==> config.mk <==
export PLATFORM = sky130hd
export DESIGN_NAME = multicycle_control
export DESIGN_NICKNAME = d
export VERILOG_FILES = /design/src/rtl/multicycle_control.sv
export SDC_FILE = /design/constraint.sdc
export NUM_CORES = 1
export LEC_CHECK = 0
export CAP_MARGIN = 20
export CORE_MARGIN = 8
export CORE_UTILIZATION = 53
export CTS_CLUSTER_SIZE = 30
export DETAILED_ROUTE_END_ITERATION = 6
export PLACE_DENSITY = 0.85
export SLEW_MARGIN = 20
export SYNTH_ARGS = -nofsm -noshare
export SYNTH_HDL_FRONTEND = slang
export SYNTH_SLANG_ARGS = --single-unit
==> constraint.sdc <==
create_clock -name CLK -period 6.3 [get_ports CLK]
set_clock_uncertainty 0.15 [all_clocks]
set_input_delay 1.89 -clock CLK [delete_from_list [all_inputs] [get_ports CLK]]
set_output_delay 1.89 -clock CLK [all_outputs]
set_load 0.1 [all_outputs]
==> src/rtl/multicycle_control.sv <==
// multicycle_control: control FSM for a multicycle LEGv8-style datapath.
// Sequences FETCH -> DECODE -> EXEC -> MEM -> WB per instruction class,
// counts retired instructions and times out stalled data-memory accesses.
// Optional build macro: ILLEGAL_OP_TRAP_EN (illegal opcodes enter a sticky
// TRAP state instead of retiring as a NOP).
module multicycle_control #(
  parameter int CNT_W  = 16,
  parameter int MEM_TO = 8
) (
  input  logic             CLK,
  input  logic             resetl,
  input  logic [10:0]      Opcode,
  input  logic             mem_ready,
  output logic             Reg2Loc,
  output logic             ALUSrc,
  output logic             MemToReg,
  output logic             RegWrite,
  output logic             MemRead,
  output logic             MemWrite,
  output logic             Branch,
  output logic             Uncondbranch,
  output logic [1:0]       ALUOp,
  output logic             IRWrite,
  output logic             PCWrite,
  output logic [2:0]       state,
  output logic [CNT_W-1:0] retired,
  output logic             mem_err,
  output logic             trap
);

  typedef enum logic [2:0] {
    S_FETCH  = 3'd0,
    S_DECODE = 3'd1,
    S_EXEC   = 3'd2,
    S_MEM    = 3'd3,
    S_WB     = 3'd4,
    S_TRAP   = 3'd5
  } state_t;

  typedef enum logic [3:0] {
    C_ILLEGAL = 4'd0,
    C_LDUR    = 4'd1,
    C_STUR    = 4'd2,
    C_ADD     = 4'd3,
    C_SUB     = 4'd4,
    C_AND     = 4'd5,
    C_ORR     = 4'd6,
    C_CBZ     = 4'd7,
    C_B       = 4'd8
  } cls_t;

  // Instruction-class decode of opcode bits [31:21]; anything unmatched is illegal.
  function automatic cls_t decode_op(input logic [10:0] op);
    cls_t c;
    c = C_ILLEGAL;
    casez (op)
      11'b11111000010: c = C_LDUR;
      11'b11111000000: c = C_STUR;
      11'b10001011000: c = C_ADD;
      11'b11001011000: c = C_SUB;
      11'b10001010000: c = C_AND;
      11'b10101010000: c = C_ORR;
      11'b10110100???: c = C_CBZ;
      11'b000101?????: c = C_B;
      default:         c = C_ILLEGAL;
    endcase
    return c;
  endfunction

  state_t     st_q;
  state_t     st_d;
  cls_t       cls_q;
  cls_t       dec_cls;
  logic [7:0] wcnt_q;
  logic       mem_last;
  logic       retire;

  assign dec_cls  = decode_op(Opcode);
  // Last permitted wait cycle: a not-ready access here times out.
  assign mem_last = (wcnt_q == 8'(MEM_TO - 1));
  assign state    = st_q;

`ifdef ILLEGAL_OP_TRAP_EN
  assign trap = (st_q == S_TRAP);
`else
  assign trap = 1'b0;
`endif

  // State register; reset drops straight back to FETCH even mid-access.
  always_ff @(posedge CLK or negedge resetl) begin
    if (!resetl) begin
      st_q <= S_FETCH;
    end else begin
      st_q <= st_d;
    end
  end

  // Instruction class captured at the end of DECODE and held for the rest of the instruction.
  always_ff @(posedge CLK or negedge resetl) begin
    if (!resetl) begin
      cls_q <= C_ILLEGAL;
    end else if (st_q == S_DECODE) begin
      cls_q <= dec_cls;
    end
  end

  // Memory wait counter: zero outside MEM, counts not-ready MEM cycles.
  always_ff @(posedge CLK or negedge resetl) begin
    if (!resetl) begin
      wcnt_q <= '0;
    end else if (st_q != S_MEM) begin
      wcnt_q <= '0;
    end else if (!mem_ready) begin
      wcnt_q <= wcnt_q + 8'd1;
    end
  end

  // Retired-instruction counter; wraps silently at 2^CNT_W.
  always_ff @(posedge CLK or negedge resetl) begin
    if (!resetl) begin
      retired <= '0;
    end else if (retire) begin
      retired <= retired + CNT_W'(1);
    end
  end

  // Next-state and datapath control decode; every output defaults to 0.
  always_comb begin
    st_d         = S_FETCH;
    Reg2Loc      = 1'b0;
    ALUSrc       = 1'b0;
    MemToReg     = 1'b0;
    RegWrite     = 1'b0;
    MemRead      = 1'b0;
    MemWrite     = 1'b0;
    Branch       = 1'b0;
    Uncondbranch = 1'b0;
    ALUOp        = 2'b00;
    IRWrite      = 1'b0;
    PCWrite      = 1'b0;
    mem_err      = 1'b0;
    retire       = 1'b0;
    case (st_q)
      S_FETCH: begin
        IRWrite = 1'b1;
        st_d    = S_DECODE;
      end
      S_DECODE: begin
        case (dec_cls)
          C_B: begin
            Uncondbranch = 1'b1;
            PCWrite      = 1'b1;
            retire       = 1'b1;
            st_d         = S_FETCH;
          end
          C_ILLEGAL: begin
`ifdef ILLEGAL_OP_TRAP_EN
            st_d = S_TRAP;
`else
            PCWrite = 1'b1;
            retire  = 1'b1;
            st_d    = S_FETCH;
`endif
          end
          default: st_d = S_EXEC;
        endcase
      end
      S_EXEC: begin
        case (cls_q)
          C_LDUR, C_STUR: begin
            ALUSrc  = 1'b1;
            Reg2Loc = (cls_q == C_STUR);
            st_d    = S_MEM;
          end
          C_ADD, C_SUB, C_AND, C_ORR: begin
            ALUOp = 2'b10;
            st_d  = S_WB;
          end
          C_CBZ: begin
            Reg2Loc = 1'b1;
            ALUOp   = 2'b01;
            Branch  = 1'b1;
            PCWrite = 1'b1;
            retire  = 1'b1;
            st_d    = S_FETCH;
          end
          default: st_d = S_FETCH;
        endcase
      end
      S_MEM: begin
        if ((cls_q == C_LDUR) || (cls_q == C_STUR)) begin
          ALUSrc   = 1'b1;
          MemRead  = (cls_q == C_LDUR);
          MemWrite = (cls_q == C_STUR);
          // A ready response in the final wait cycle still completes normally.
          if (mem_ready) begin
            if (cls_q == C_LDUR) begin
              st_d = S_WB;
            end else begin
              PCWrite = 1'b1;
              retire  = 1'b1;
              st_d    = S_FETCH;
            end
          end else if (mem_last) begin
            // Abandon the access: advance the PC but do not count it as retired.
            mem_err = 1'b1;
            PCWrite = 1'b1;
            st_d    = S_FETCH;
          end else begin
            st_d = S_MEM;
          end
        end else begin
          st_d = S_FETCH;
        end
      end
      S_WB: begin
        RegWrite = 1'b1;
        PCWrite  = 1'b1;
        MemToReg = (cls_q == C_LDUR);
        retire   = 1'b1;
        st_d     = S_FETCH;
      end
      S_TRAP: begin
`ifdef ILLEGAL_OP_TRAP_EN
        st_d = S_TRAP;
`else
        st_d = S_FETCH;
`endif
      end
      default: st_d = S_FETCH;
    endcase
  end

endmodule
* Word level (Yosys, flattened, before mapping)
Cells that the tools add are included.
Operators by class: equal/unequal tests 23, $mul 0, divide/modulo/power cells 0, reduce and logical (&&, ||, !) cells 6, add/subtract/negate cells 2, bitwise operators 0, shift-type cells 0, multiplexer cells 40, order comparisons 0
Operator list (number):
- $eq A11 B11 Y1 const B | 6
- $pmux W4 S8 | 1
- $mux W1 | 24
- $add A16 B1 Y16 const B | 1
- $eq A4 B3 Y1 const B | 4
- $mux W8 | 2
- $pmux W3 S4 | 1
- $mux W3 | 3
- $add A8 B1 Y8 const B | 1
- $eq A4 B2 Y1 const B | 2
- $eq A8 B3 Y1 const B | 1
- $eq A8 B8 Y1 const B | 1
- $pmux W1 S4 | 2
- $eq A3 B2 Y1 const B | 2
- $eq A6 B3 Y1 const B | 1
- $mux W2 | 3
- $pmux W3 S2 | 1
- $eq A4 B1 Y1 const B | 1
- $eq A4 B4 Y1 const B | 1
- $logic_not A4 Y1 | 1
- $pmux W1 S2 | 2
- $pmux W2 S2 | 1
- $reduce_or A2 Y1 | 2
- $reduce_or A4 Y1 | 1
- 6 further kinds | 6
Storage, ports and cells: bits of input ports 14, latch bits 0, memories kept 0, word-level logic and storage cells 75, RAM bits 0, output and inout port bits 33, bits in registers 31, bits in read-only memories 0

* Longest topological paths before layout
word-level depth 6, gate-level depth with buffers 8, mapped depth without buffers 6

* Worst setup path after synthesis
Ideal clock, no wire load.
path type reg-to-output, start reg st_q[2] (netlist: state[2]), end out MemToReg, path buffers 0, path slack -2334 ps, cell stages (with the launch flop) 3, data arrival time 6594 ps, data required time 4260 ps, path through dfrtp_1 > nor3b_1 > nor4b_1
Between the ends: cells in the longest elaborated chain, start to end 2
RTL lines:
- from (decl) | line 70 | state_t st_q;
- from (signal assigned) | line 94 | st_q <= st_d;
- $eq A3 B3 Y1 | line 143 | case (st_q)
- $mux W1 | line 143
- to (decl) | line 16 | output logic MemToReg,
Every way passes these cells.

* Worst setup path after layout
start in Opcode[7], end out PCWrite
Between the ends: cells in the longest elaborated chain, start to end 6, elaborated cells between the ends (all ways) 14, those cells by class eq/ne: 9; mux: 3; reduce/logical: 2
RTL lines:
- from (decl) | line 12 | input logic [10:0] Opcode,
- $eq A11 B11 Y1 (tied with other cells) | line 56 | casez (op)
- $pmux W4 S8 (*) | line 56
- $eq A4 B4 Y1 or $logic_not A4 Y1 (tied branches) | line 149 | case (dec_cls)
- $reduce_or A2 Y1 (no source line) (*)
- $mux W1 (*) | line 149
- $pmux W1 S4 (*) | line 143
- to (decl) | line 24 | output logic PCWrite,
Mark *: on every way between the ends. The rest lies on a longest branch, timed or not.

==> metrics.yaml <==
power_and_ir_drop:
  power_density_mw_per_mm2: 308
  irDropWorstVdd_v: 0.000310
  p_total_mw: 0.757
  p_leak_nw: 1.02
logic_synthesis:
  netlist_instances: 184
  synth_cell_type_count: 51
  yosysWarnings: 0
  avgSynthCellArea_um2: 10.2
  synth.area.top_cells: "dfrtp_1 41%, xnor2_1 9.4%, nor2_1 3.6%"
  syn-cell-area_mm2: 0.00187
  synth_nets: 200
  ys.flop_type: "dfrtp_1"
  synth_seq_area_share: 0.415
  synth_edf_count: 0
  synthArstFlopShare: 1.00
  synth_largest_area_cell: "dfrtp_1"
  yosys.area.top_type_share: 0.415
  synth-seq-cells: 31
floorplan:
  die_w_um: 75.4
  dieArea_mm2: 0.00569
  initial_core_util: 0.556
  row_count: 21
  coreArea_mm2: 0.00336
  pin_count: 47
  fp.dieH_um: 75.4
route:
  wl_met1_um: 1810
  viasPerCell: 5.76
  route.detailed.drc: 0
  post_drt_wl_per_cell_um: 16.5
  drtIter0Drc: 130
  route.met3.wl_um: 283
  drt-pass1-iter-count: 4
  met2_length_um: 2370
  num_vias: 1590
  top_layer_used: "met4"
  detail-route-antenna-nets: 0
  wl_um: 4550
critical_path:
  path_delay_family: "compound AO/OA/AOI/OAI gates"
  cp_slowest_cell: "clkdlybuf4s50_1"
  cp_data_arrival_time_ns: 3.67
  cp_num_buf_inv: 2
  required_ns: 4.26
  cp-end-kind: "output port"
  max_stage_delay_ns: 0.50
  crit_type: "in2out"
  start_kind: "input port"
  crit_fanout: 5
  path_cells: "clkdlybuf4s50_1 -> nor4b_2 -> a22oi_2 -> o311ai_4 -> o31ai_2 -> buf_12"
clock_tree:
  cts_resized: 0
  numCtsBuffers: 5
  postCtsSetupBuffers: 0
  root_buffer: "clkbuf_4"
  path_clk_slew_ns: 0.10
  worstSkewPairLatency_ns: 0.33
  cts_buffer_depth: 2
  htreeDepth: 2
  cts_hold_buf: 0
  cts.sinks: 31
  cts_tree: "done"
timing:
  fin_tns_setup_ns: 0
  post-route-period-util: 0.907
  finalHoldViolCount: 0
  drv_slew: 0
  worstMarginPinSlew_ns: 1.01
  hold_ws_ns: 0.345
  setup_slack_ns: 0.589
  finalSetupViolCount: 0
  fin_crit_ns: 5.71
  rsz0062_at_grt: "no"
  max_slew_margin: 0.324
  fmax_mhz: 175
grt:
  grt_overflow: 0
  grtUsageTotal: 0.175
  grt_pass1_vias: 1711
  grt_antenna_before_repair: 0
  grt_pass1_wl_um: 7640
  grt_max_degree: 32
status:
  status: "complete, no violations"
finish:
  drive_gt1_frac: 0.148
  final_core_util: 0.731
  diodes: 0
  final_cell_mix: "42 x clkdlybuf4s50_1, 31 x dfrtp_1, 20 x xnor2_1"
  synthToLayoutAreaGrowth_pct: 31.5
  fin_nets: 245
  final_common_cell: "clkdlybuf4s50_1"
job:
  drv_cap: 0
place:
  hpwl_um: 3470
  place.gp.congestion: 0.882
  place.port_buffers: 45
  place_ws_ns: 0.637
min_path:
  min_path_type: "reg2reg"
cell usage after synthesis, types with 5 or more instances:
cell type / count
nand4_1: 5
nand2_1: 13
o21ai_0: 5
nor2_1: 18
xnor2_1: 20
xor2_1: 5
and3_1: 5
nand3_1: 12
dfrtp_1: 31
sequential cells by signal, indices dropped and copies added, names as in the netlist:
name     flops
retired     16
wcnt_q       8
cls_q        4
state        3
power breakdown:
| part | internal, mW | switching (mW) |
|---|---|---|
| clock | 0.0652 | 0.0711 |
| sequential | 0.226 | 0.0428 |
| combinational | 0.0969 | 0.254 |
| total | 0.389 | 0.368 |
layer usage:
| layer | up-vias | global-route usage |
|---|---|---|
| li1 | 748 | - |
| met1 | 780 | 0.187 |
| met2 | 55 | 0.312 |
| met3 | 7 | 0.0474 |
| met4 | 0 | 0.0810 |
| met5 | - | 0 |
path summary, 6_finish.rpt:
path	start	end	slack (ns)	depth (start not counted)
max reg2reg	state[0]	retired[1]	4.03	3
min in group asynchronous	resetl	wcnt_q[4]	1.79	2
min reg2reg	retired[6]	retired[6]	0.35	1
max	Opcode[7]	PCWrite	0.59	6
min	retired[6]	retired[6]	0.35	1
max in group asynchronous	resetl	state[2]	3.92	2
cell families after synthesis:
| family | count (synthesis) | synth area share |
|---|---|---|
| other cells | 1 | 0.00200 |
| mux | 2 | 0.0114 |
| compound gates | 21 | 0.100 |
| xor+xnor | 25 | 0.117 |
| simple gates | 93 | 0.314 |
| fa+ha+maj | 2 | 0.0134 |
| buf+inv | 9 | 0.0267 |
| flops | 31 | 0.415 |
through the flow:
stage	std cells	cell area (µm²)
after CTS	276	2460
final	276	2460
after floorplan	184	1900
after global placement	268	2390
after detailed placement	268	2390
after global routing	276	2460
cell type report:
type / instances / area, µm²
clock buffers: 7 / 65.1
clock inverters: 1 / 7.51
fillers: 268 / 903
inverters: 1 / 3.75
multi-input cells: 144 / 1070
flip-flops and latches: 31 / 776
well taps: 46 / 57.6
repair buffers: 46 / 475
Power figures use the tool's default switching activity.
